===== src/rtl/vga_timing_pkg.sv =====
// vga_timing_pkg: 640x480@60 raster geometry, derived totals and sync windows
package vga_timing_pkg;
  localparam int POS_W = 10;
  localparam int H_DISPLAY = 640;
  localparam int H_FRONT = 16;
  localparam int H_SYNC = 96;
  localparam int H_BACK = 48;
  localparam int V_DISPLAY = 480;
  localparam int V_BOTTOM = 10;
  localparam int V_SYNC = 2;
  localparam int V_TOP = 33;
  localparam int H_TOTAL = H_DISPLAY + H_FRONT + H_SYNC + H_BACK;
  localparam int V_TOTAL = V_DISPLAY + V_BOTTOM + V_SYNC + V_TOP;
  localparam int H_SYNC_START = H_DISPLAY + H_FRONT;
  localparam int H_SYNC_END = H_SYNC_START + H_SYNC - 1;
  localparam int V_SYNC_START = V_DISPLAY + V_BOTTOM;
  localparam int V_SYNC_END = V_SYNC_START + V_SYNC - 1;
endpackage


===== src/rtl/vga_sync_axis.sv =====
// vga_sync_axis: wrap counter 0..TOTAL-1 advancing on en (clk, rst_n, en -> count, sync_n); sync_n is a registered active-low decode of [SYNC_START,SYNC_END] sampled every clock
module vga_sync_axis
  import vga_timing_pkg::*;
#(
  parameter int TOTAL = 800,
  parameter int SYNC_START = 656,
  parameter int SYNC_END = 751,
  parameter int W = POS_W
) (
  input  logic         clk,
  input  logic         rst_n,
  input  logic         en,
  output logic [W-1:0] count,
  output logic         sync_n
);
  localparam logic [W-1:0] LAST = W'(TOTAL - 1);
  localparam logic [W-1:0] SS = W'(SYNC_START);
  localparam logic [W-1:0] SE = W'(SYNC_END);
  always_ff @(posedge clk or negedge rst_n)
    if (!rst_n) begin
      count <= '0;
      sync_n <= 1'b1;
    end else begin
      if (en) count <= (count == LAST) ? '0 : count + 1'b1;
      sync_n <= !(count >= SS && count <= SE);
    end
endmodule


===== src/rtl/vga_hvsync_generator.sv =====
// vga_hvsync_generator: free-running VGA raster timing (clk, rst_n -> hsync, vsync, display_on, hpos, vpos)
module vga_hvsync_generator #(
  parameter int H_DISPLAY = vga_timing_pkg::H_DISPLAY,
  parameter int H_FRONT = vga_timing_pkg::H_FRONT,
  parameter int H_SYNC = vga_timing_pkg::H_SYNC,
  parameter int H_BACK = vga_timing_pkg::H_BACK,
  parameter int V_DISPLAY = vga_timing_pkg::V_DISPLAY,
  parameter int V_BOTTOM = vga_timing_pkg::V_BOTTOM,
  parameter int V_SYNC = vga_timing_pkg::V_SYNC,
  parameter int V_TOP = vga_timing_pkg::V_TOP
) (
  input  logic       clk,
  input  logic       rst_n,
  output logic       hsync,
  output logic       vsync,
  output logic       display_on,
  output logic [9:0] hpos,
  output logic [9:0] vpos
);
  localparam int H_TOTAL = H_DISPLAY + H_FRONT + H_SYNC + H_BACK;
  localparam int V_TOTAL = V_DISPLAY + V_BOTTOM + V_SYNC + V_TOP;
  logic h_wrap;
  assign h_wrap = hpos == 10'(H_TOTAL - 1);
  vga_sync_axis #(
    .TOTAL(H_TOTAL),
    .SYNC_START(H_DISPLAY + H_FRONT),
    .SYNC_END(H_DISPLAY + H_FRONT + H_SYNC - 1),
    .W(10)
  ) u_h (
    .clk(clk),
    .rst_n(rst_n),
    .en(1'b1),
    .count(hpos),
    .sync_n(hsync)
  );
  vga_sync_axis #(
    .TOTAL(V_TOTAL),
    .SYNC_START(V_DISPLAY + V_BOTTOM),
    .SYNC_END(V_DISPLAY + V_BOTTOM + V_SYNC - 1),
    .W(10)
  ) u_v (
    .clk(clk),
    .rst_n(rst_n),
    .en(h_wrap),
    .count(vpos),
    .sync_n(vsync)
  );
  assign display_on = (hpos < 10'(H_DISPLAY)) && (vpos < 10'(V_DISPLAY));
endmodule


===== config.mk =====
export PLATFORM = sky130hd
export DESIGN_NAME = vga_hvsync_generator
export DESIGN_NICKNAME = d
export VERILOG_FILES = /design/src/rtl/vga_timing_pkg.sv /design/src/rtl/vga_sync_axis.sv /design/src/rtl/vga_hvsync_generator.sv
export SDC_FILE = /design/constraint.sdc
export NUM_CORES = 1
export LEC_CHECK = 0
export CAP_MARGIN = 40
export CORE_ASPECT_RATIO = 0.9
export CORE_MARGIN = 5
export CORE_UTILIZATION = 45
export DETAILED_ROUTE_END_ITERATION = 12
export PLACE_DENSITY_LB_ADDON = 0.12
export SYNTH_ARGS = -nofsm -noshare
export SYNTH_HDL_FRONTEND = slang
export SYNTH_HIERARCHICAL = 1
export SYNTH_SLANG_ARGS = --single-unit

===== constraint.sdc =====
create_clock -name clk -period 2.2 [get_ports clk]
set_input_delay 0.55 -clock clk [delete_from_list [all_inputs] [get_ports clk]]
set_output_delay 0.55 -clock clk [all_outputs]
set_load 0.1 [all_outputs]

After elaboration in Yosys (flattened, before gate mapping):

Index checks and enable logic that the tools add are counted.

* reduce and logical (&&, ||, !) cells: 5
* multiplexer cells: 2
* $add $sub $neg: 2
* magnitude comparators: 6
* equal/unequal tests: 2

Operators by type and width (count)
* adder 10 x 1 -> 10 bit (second input constant): 2
* == test 10 bit (second input constant): 2
* 2-to-1 mux 10 bit: 2
* greater-or-equal comparator 10 bit (second input constant): 1
* greater-or-equal comparator 10 x 9 -> 1 bit (second input constant): 1
* less-or-equal comparator 10 bit (second input constant): 1
* less-or-equal comparator 10 x 9 -> 1 bit (second input constant): 1
* < comparator 10 bit (second input constant): 1
* < comparator 10 x 9 -> 1 bit (second input constant): 1
* logical AND 1 bit: 3
* zero test 1 bit: 2

* register bits: 22
* output and inout port bits: 23

Depth between registers and ports, before layout:

Gate-level depths: netlist of the first run.

* depth after elaboration: 3
* mapped depth: 6
* depth with buffers taken out: 5

Modules after synthesis:

The synthesis of the first run kept the hierarchy.

By module, submodules not included
* vga_sync_axis at u_v: cells each 59, instances 1, area an instance 581.8 um^2, seq. area each 276.5 um^2
* vga_sync_axis at u_h: cells each 54, instances 1, area an instance 551.8 um^2, seq. area each 276.5 um^2
* vga_hvsync_generator: cells each 7, instances 1, area an instance 51.3 um^2, seq. area each 0.0 um^2

Least setup slack after synthesis of the first run:

OpenSTA, ideal clock, no wires.

* kind: flip-flop to flip-flop
* start: reg u_h.count[2]
* end: reg u_v.count[9]
* buffers on the path: 1
* arrival time: 2.446 ns
* setup time: 0.077 ns
* slack: -0.323 ns
* stages on the path, launching flop included: 7
* cells stage by stage: dfrtp_1 -> nand4_1 -> nor4_2 -> buf_2 -> nand3_1 -> or4_1 -> a21oi_1

* cells in the longest elaborated chain, start to end: 1

RTL lines
* from (decl): RTL line vga_sync_axis.sv:13 `output logic [W-1:0] count,`
* from (signal assigned): RTL line vga_sync_axis.sv:24 `if (en) count <= (count == LAST) ? '0 : count + 1'b1;`
* == test 10 bit: RTL line vga_hvsync_generator.sv:23 `assign h_wrap = hpos == 10'(H_TOTAL - 1);`
* named net h_wrap: RTL line vga_hvsync_generator.sv:22 `logic h_wrap;`
* to (signal assigned): RTL line vga_sync_axis.sv:24
* to (decl): RTL line vga_sync_axis.sv:13

The timed path passes the listed nets, and every way through them passes these cells.
A chain may end at the register's enable or synchronous reset.

Worst setup path after layout of the first run:

* start: reg u_h.count[7]
* end: out display_on

* cells in the longest elaborated chain, start to end: 2

RTL lines
* < comparator 10 bit: RTL line vga_hvsync_generator.sv:48 `assign display_on = (hpos < 10'(H_DISPLAY)) && (vpos < 10'(V_DISPLAY));`
* logical AND 1 bit: RTL line vga_hvsync_generator.sv:48
* to (decl): RTL line vga_hvsync_generator.sv:16 `output logic display_on,`

No other way between the ends.

==> results by group, run 1 <==
GRT
  • GRT Util Overall: 15.16%
  • Largest net degree at the start of global routing: 23
  • Grt ovf: 0
  • First-pass GRT wire length: 4.471 mm
  • Vias in the first global route: 969
  • Initial antenna violation count: 0

Timing
  • Hold Fails Final Rpt: 0
  • Fin crit period: 2002 ps
  • Endpoints failing setup: 0
  • Clk_skew: 12.77 ps
  • Worst Setup Slack, final: 198.3 ps
  • Pins Over Slew Limit: 0
  • Hold Slack: 552.6 ps
  • F_max: 499.6 MHz
  • Final period utilization: 90.99%
  • RSZ-0062 raised after global routing: no

Logic synthesis
  • Largest area contributor in the netlist: dfrtp_1
  • Synthesized area: 1185 sq um
  • Synth cell types: 37
  • Largest cells by area after synthesis: dfrtp_1 (42%), ha_1 (5.3%), xor2_1 (5.2%)
  • Mapped Cells: 120
  • Synth warn: 6
  • Flops & latches, synth: 22
  • Top-area cell type share of the netlist area: 42.24%
  • Register area share after synthesis: 46.67%
  • Syn avg cell area: 9.874 sq um

Routing
  • DR vias: 1015
  • Avg Vias per Cell: 5.516
  • DRC: 0
  • DR WL/cell: 15.09 um
  • Starting DRT DRC Count: 67
  • First-pass detailed-route iteration total: 5
  • Routed wire length: 2.776 mm
  • Routed Antenna Nets: 0

Placement
  • Gp weighted congestion: 0.8877
  • Detailed Place HPWL: 2.021 mm
  • Port buffer count: 24
  • Dpl ws: 389.6 ps

Cells and area
  • Layout area overhead: 33.16%
  • Layout cells sized above 1: 28.85%
  • Multi-input gate area: 631.9 sq um
  • Area taken by flip-flops and latches: 559.3 sq um
  • Most common cell after layout, fill and taps aside: buf_4
  • N_diodes: 0
  • Final core area utilization: 63.40%
  • Most frequent cells in the layout: buf_4 (20), nand2_1 (16), dfrtp_1 (15), nor2_1 (9)
  • # fillers: 212
  • Fin nets: 164

Floorplan
  • Die Y: 58.68 um
  • Core outline area: 2489 sq um
  • Io pins: 25
  • Die X-Extent: 64.09 um
  • Site row count: 17
  • Die ar.: 3761 sq um
  • Starting density of the core: 47.61%

Hold path
  • Hold WC Path Type: in2async

Power
  • Cell-internal power: 777.5 uW
  • Power Total: 1.430 mW
  • Flop pwr share: 38.9%
  • Clk pwr share: 22.3%
  • NetSw: 652.2 uW
  • Switching Share: 45.62%
  • Combinational share of power: 38.8%
  • PD cells: 906.2 nW/um^2
  • Max IR drop VDD: 1417 uV
  • P_leak: 0.7101 nW

Run status
  • Status: completed

Clock network
  • # hold bufs at CTS: 0
  • Post-CTS sizing: 0
  • Max clock buf depth: 2
  • CTS Buf Count: 3
  • Clock transition at path regs: 140 ps
  • TritonCTS clock tree: done
  • Worst skew pair latency: 320 ps
  • CTS Sinks: 22
  • Setup Fix Bufs, Post-CTS: 0
  • Clk root buf: clkbuf_4
  • H-Tree Depth: 1

Setup path
  • CP required: 1650 ps
  • R2r worst-path depth: 5
  • Startpoint Class: flop
  • CP Capture Type: output pin
  • Data arrival, critical path: 1450 ps
  • Max FO, Critical Path: 7
  • Worst setup path class: reg2out

Job
  • Maxcap violations: 0
## final cells by class
type / instances / area share [%]
clock buffers: 3 / 1.427
clock inverters: 1 / 1.903
inverters: 5 / 1.190
multi-input cells: 98 / 40.05
flip-flops and latches: 22 / 35.45
well taps: 28 / 2.220
repair buffers: 27 / 17.76
## state kept, by name (all words and copies together) (netlist names)
name and count:
u_h/count 10, u_v/count 10, u_h/sync_n 1, u_v/sync_n 1
## Yosys cell counts
cell type and number:
a21oi_1 2, and3_4 1, and3b_1 1, buf_2 1, conb_1 1, dfrtp_1 20
dfstp_2 2, ha_1 5, inv_1 5, mux2_2 1, mux2i_1 1, nand2_1 16
nand2b_1 2, nand3_1 5, nand4_1 7, nand4_2 1, nand4b_1 1, nor2_1 9
nor3_1 4, nor4_1 1, nor4_2 1, nor4b_1 1, nor4b_2 1, o21ai_0 7
o21ai_1 1, o21bai_1 1, o221ai_1 1, o22ai_1 2, o311ai_1 1, o31ai_1 1
or2_1 1, or3_1 1, or3b_2 1, or4_1 2, or4b_4 1, xnor2_1 4
xor2_1 7
## power groups by stage
stage / registers, mW / clock network (mW) / logic [mW]
floorplan: 0.865 / 0 / 0.0944
global placement: 0.554 / 0 / 0.555
detailed placement: 0.561 / 0 / 0.558
CTS: 0.556 / 0.326 / 0.559
global route: 0.569 / 0.350 / 0.579
finish: 0.556 / 0.319 / 0.555
## cells by family after synthesis
kind of cell | count (synthesis) | synth area share [%]
AOI/OAI and AO/OA | 16 | 8.025
xor gates and xnor gates | 11 | 8.131
adders and majority gates | 5 | 5.280
buffers and inverters | 6 | 2.006
DFF | 22 | 46.67
muxes | 2 | 1.795
other | 1 | 0.3165
and+or+nand+nor | 57 | 27.77
## critical path: stages (launching register included)
cell	delay [ps]
dfrtp_1	520
o21ai_0	220
and3b_2	230
buf_12	170
## per-layer routing
layer	track usage, %	share of wire, %	vias to the layer above	routed length [um]
met2	21.81	45	21	1243
met5	0	0	-	0
met1	22.05	50	491	1382
met4	7.558	1.4	0	40
met3	2.481	4.0	4	110
li1	-	-	499	-
## metrics by stage
stage / instance area (sq um) / setup TNS (ps) / cells
3_3_place_gp: 1525 / 0 / 180
4_1_cts: 1578 / 0 / 184
2_1_floorplan: 1215 / -177.1 / 126
6_report: 1578 / 0 / 184
3_5_place_dp: 1525 / 0 / 180
5_1_grt: 1578 / 0 / 184
## worst paths after layout
check / slack, ps / endpoint / startpoint
worst max-delay path: 200 / display_on / u_h/count[7]
max in group asynchronous: 1360 / u_h/sync_n / rst_n
worst min-delay path: 550 / u_v/count[0] / rst_n
worst min register to register: 560 / u_h/sync_n / u_h/count[9]
min in group clk: 560 / u_h/sync_n / u_h/count[9]
worst max register to register: 340 / u_v/count[0] / u_v/count[0]
No activity file was read; power rests on OpenSTA's default activity.
==> run 2: changes to the inputs <==
--- a/config.mk
+++ b/config.mk
@@ -9,6 +9,7 @@
 export CORE_ASPECT_RATIO = 0.9
 export CORE_MARGIN = 5
 export CORE_UTILIZATION = 45
+export CTS_CLUSTER_SIZE = 10
 export DETAILED_ROUTE_END_ITERATION = 12
 export PLACE_DENSITY_LB_ADDON = 0.12
 export SYNTH_ARGS = -nofsm -noshare
==> results of run 2 <==
Same layout as run 1: the final DEF is identical, and so are final timing and power.
==> edit 1 (config.mk and constraints of run 2) <==
Make the reset (`rst_n`) synchronous in one clocked block.
--- a/src/rtl/vga_sync_axis.sv
+++ b/src/rtl/vga_sync_axis.sv
@@ -16,7 +16,7 @@
   localparam logic [W-1:0] LAST = W'(TOTAL - 1);
   localparam logic [W-1:0] SS = W'(SYNC_START);
   localparam logic [W-1:0] SE = W'(SYNC_END);
-  always_ff @(posedge clk or negedge rst_n)
+  always_ff @(posedge clk)
     if (!rst_n) begin
       count <= '0;
       sync_n <= 1'b1;
Check against the original RTL: differs if rst_n is asserted again (counterexample within 4 cycles, from zero or initial values and one cycle with rst_n low); with rst_n held inactive, the same outputs for 10 cycles.
==> edit 1 against run 2 <==
- global-route usage about the same
- sequential share of layout area down 6.4 points
- sequential cell count did not move
- setup slack gained 14 ps
- die area grew 1.8%
- design area fell by 1.6%
- area after synthesis rose by 2.1%
- wire length decreased by 3.3%
- worst hold slack worse by 12 ps
- non-clock buffer count unchanged
Power is not compared: it rests on default switching activity, and its combinational part moved more than twofold at a synthesized area within 25%.
==> edit 1: results <==
group,metric,value,unit
run_status,outcome,"complete, no violations",
clock_network,clk_latency,300,ps
critical_path,crit_slowest_cell,"or4_1",
synth,synthFlopType,"dfxtp_1",
cells_and_area,reg.largest.list,"u_h/count: 10 flops, u_v/count: 10 flops",
critical_path,cpPeakStageDelay,540,ps
synth,synth-async-reset-ratio,0,%
cells_and_area,antenna_cells,0,
synth,synthTopCellsByArea,"dfxtp_1 36%, ha_1 5.2%, nand4_1 4.7%",
global_routing,grt_pass1_wl,4.60,mm
pwr,ir_drop,0.000459,V
route,drt-vias-per-instance,5.96,
global_routing,grt_use_total,15.2,%
synth,synth_cells,130,
place,port_buffers,24,
clock_network,cts-buffers-inserted,3,
clock_network,root_buffer,"clkbuf_4",
synth,seq_area_frac_synth,36.4,%
min_path,min_path_type,"reg2reg",
clock_network,path_clk_slew,120,ps
route,drc_errors,0,
route,dr.pass1.iters,4,
route,vias,1096,
global_routing,grt_max_degree,12,
clock_network,post_cts_buffers,0,
synth,synth.top_cells.by_count,"22 x dfxtp_1, 11 x nor2_1, 9 x nand4_1",
critical_path,arrival,2230,ps
clock_network,clk_path_buf_depth,2,
job,cap_viol_max_count,0,
cells_and_area,fillerInstances,229,
critical_path,cp_top_family,"simple AND/OR/NAND/NOR gates",
cells_and_area,drive_above_1_share,32.1,%
clock_network,cts_resized,0,
timing,relSlewSlack,65.4,%
place,dp.cells,181,
synth,ys_types,40,
synth,syn_nets,137,
pwr,leakage,0.000559,uW
pwr,internal-power,491,uW
critical_path,critPathMaxFanout,7,
place,dpl.hpwl,2.02,mm
clock_network,htreeDepth,1,
route,drt-initial-drc-count,71,
cells_and_area,num-nets-final,165,
timing,fin_skew,4.26,ps
global_routing,antenna_found_initial,0,
synth,ys.warnings.count,6,
global_routing,grt_pass1_vias,994,
place,gp_congestion,0.772,
route,wl_per_cell,14.6,um
==> edit 1: power groups by stage <==
stage | logic (uW) | clock network (uW) | registers, uW
after CTS | 86.0 | 188 | 416
after floorplan | 27.2 | 0 | 464
after detailed placement | 85.9 | 0 | 425
after global placement | 83.9 | 0 | 425
after global routing | 90.8 | 207 | 419
final | 86.0 | 180 | 416
==> edit 1: final timing paths <==
kind | from | to | slack [ps] | cells past startpoint
max | u_h/count[2]$_SDFFE_PN0P_ | u_v/count[7]$_SDFFE_PN0P_ | 210 | 5
min | u_h/count[9]$_SDFFE_PN0P_ | u_h/count[9]$_SDFFE_PN0P_ | 540 | 2
max reg2reg | u_h/count[2]$_SDFFE_PN0P_ | u_v/count[7]$_SDFFE_PN0P_ | 210 | 5
min reg2reg | u_h/count[9]$_SDFFE_PN0P_ | u_h/count[9]$_SDFFE_PN0P_ | 540 | 2
==> edit 1: cell families (layout without fill, tap and decap cells) <==
group | Yosys count | after routing | share of synthesized area [%]
adders and majority gates | 5 | 5 | 5.17
xor gates and xnor gates | 8 | 8 | 5.79
muxes | 2 | 2 | 1.65
buffers and inverters | 12 | 38 | 5.17
and+or+nand+nor | 54 | 54 | 29.4
other | 1 | 1 | 0.310
DFF | 22 | 22 | 36.4
AOI/OAI and AO/OA | 26 | 26 | 16.1
==> edit 1: layout make-up <==
cell class                 count  share of cell area [%]
clock buffer                   3                    1.45
timing repair buffer          27                    19.7
inverter                       8                    1.93
multi-input combinational     96                    45.6
tap                           28                    2.26
sequential                    22                    29.1
==> edit 1: tightest hold or removal path: cells and delay by family, from the launching register on <==
kind	cells	cell delay, ps
DFF	1	380
AOI/OAI and AO/OA	2	140
==> edit 1: layer usage <==
| metal | GRT usage, % | routed length (um) | vias up |
|---|---|---|---|
| met2 | 23.4 | 1250 | 29 |
| met3 | 4.74 | 139 | 2 |
| met4 | 3.01 | 17 | 0 |
| li1 | - | - | 540 |
| met1 | 21.0 | 1280 | 525 |
| met5 | 0 | 0 | - |
==> edit 1: stage by stage <==
stage	cell area [sq um]	setup WS (ps)	hold WS, ps
after floorplan	1220	1.45	684
final	1550	213	540
after CTS	1550	207	536
after global placement	1530	369	501
after global routing	1550	42.7	572
after detailed placement	1530	255	518
==> edit 2 (settings of run 2) <==
Made on the original files. Compare `count` against `LAST` with >= in place of ==.
--- a/src/rtl/vga_sync_axis.sv
+++ b/src/rtl/vga_sync_axis.sv
@@ -21,7 +21,7 @@
       count <= '0;
       sync_n <= 1'b1;
     end else begin
-      if (en) count <= (count == LAST) ? '0 : count + 1'b1;
+      if (en) count <= (count >= LAST) ? '0 : count + 1'b1;
       sync_n <= !(count >= SS && count <= SE);
     end
 endmodule
Formal check against the unedited RTL: same outputs for any inputs over 10 cycles, from zero or initial values and one cycle with rst_n low; that may be too few to reach the edited logic, so the function may still have changed.
==> edit 2 against run 2 <==
- synthesized cell count up 13%
- design area up 2.9%
- combinational power down 3.8%
- area after synthesis up 4.9%
- critical endpoint unchanged
- largest cell class unchanged
- setup slack worse by 32 ps
- wire length up 7.5%
- sequential cell count unchanged
- power down 10%
==> edit 2: results <==
group,metric,value,unit
run_status,outcome,"complete, no violations",
cells_and_area,multi_input_comb_area,666,sq um
place,gp_congestion,0.880,
pwr,ir_drop,0.000416,V
critical_path,critPathMaxFanout,10,
place,dpl.hpwl,2.22,mm
cells_and_area,clkbuf_count,4,
route,wl_per_cell,15.0,um
cells_and_area,layout.nonclk_buf_share,18.2,%
critical_path,regToRegStartpoint,"u_h/count[2]$_DFFE_PN0P_",
synth,seq_area_frac_synth,44.5,%
cells_and_area,nNonClkBuffers,29,
cells_and_area,seqAreaFraction,34.6,%
pwr,power.switching,601,uW
route,wirelength_met1,1.44,mm
synth,synthTopCellsByArea,"dfrtp_1 40%, a21oi_1 5.2%, dfstp_2 4.2%",
global_routing,grt_pass1_vias,1128,
global_routing,grt_use_total,17.4,%
global_routing,use_met1,23.5,%
cells_and_area,drive_above_1_share,27.8,%
place,dp_slack,346,ps
route,drt_wl_total,2.98,mm
critical_path,reg2regPathDepth,6,
route,dr_wl_met2,1.37,mm
route,drt-initial-drc-count,32,
pwr,internal-power,685,uW
route,drt-vias-per-instance,5.85,
synth,synth.top_cells.by_count,"20 x dfrtp_1, 14 x nand2_1, 13 x a21oi_1",
critical_path,cpPeakStageDelay,480,ps
cells_and_area,n_all_inverters,7,
critical_path,arrival,1480,ps
timing,fin_skew,7.89,ps
critical_path,startpoint,"u_h/count[8]$_DFFE_PN0P_",
pwr,p_seq_share,40.8,%
pwr,pg_comb,534,uW
timing,fmax,492,MHz
cells_and_area,fillerInstances,243,
cells_and_area,num-nets-final,176,
route,wl_met3,126,um
critical_path,crit_slowest_cell,"dfrtp_2",
pwr,leakage,0.000718,uW
global_routing,grt_pass1_wl,5.26,mm
cells_and_area,multi_input_cells,107,
global_routing,gr-usage-met2,27.7,%
place,dp.cells,195,
cells_and_area,clkCellAreaFrac,2.24,%
## edit 2: kinds of logic after synthesis
family                   count (synthesis)  share of synthesized area, %
AND/OR/NAND/NOR                         58                          27.7
buffers and inverters                   11                          3.52
adder cells (fa/ha/maj)                  4                          4.03
AO/OA/AOI/OAI                           35                          16.7
multiplexers                             4                          3.22
flip-flops                              22                          44.5
other                                    1                         0.302
## edit 2: per-stage QoR
step	hold WS (ps)	utilization, %
2_1_floorplan	254	-
3_3_place_gp	566	58.7
3_5_place_dp	599	58.7
4_1_cts	576	60.0
5_1_grt	587	60.0
6_report	568	60.0
## edit 2: path summary, 6_finish.rpt
path                                       endpoint
setup / recovery                         display_on
hold / removal             u_h/count[9]$_DFFE_PN0P_
setup reg to reg           u_v/count[7]$_DFFE_PN0P_
hold reg to reg            u_v/count[9]$_DFFE_PN0P_
max in group asynchronous      u_v/sync_n$_DFF_PN1_
min in group clk           u_v/count[9]$_DFFE_PN0P_
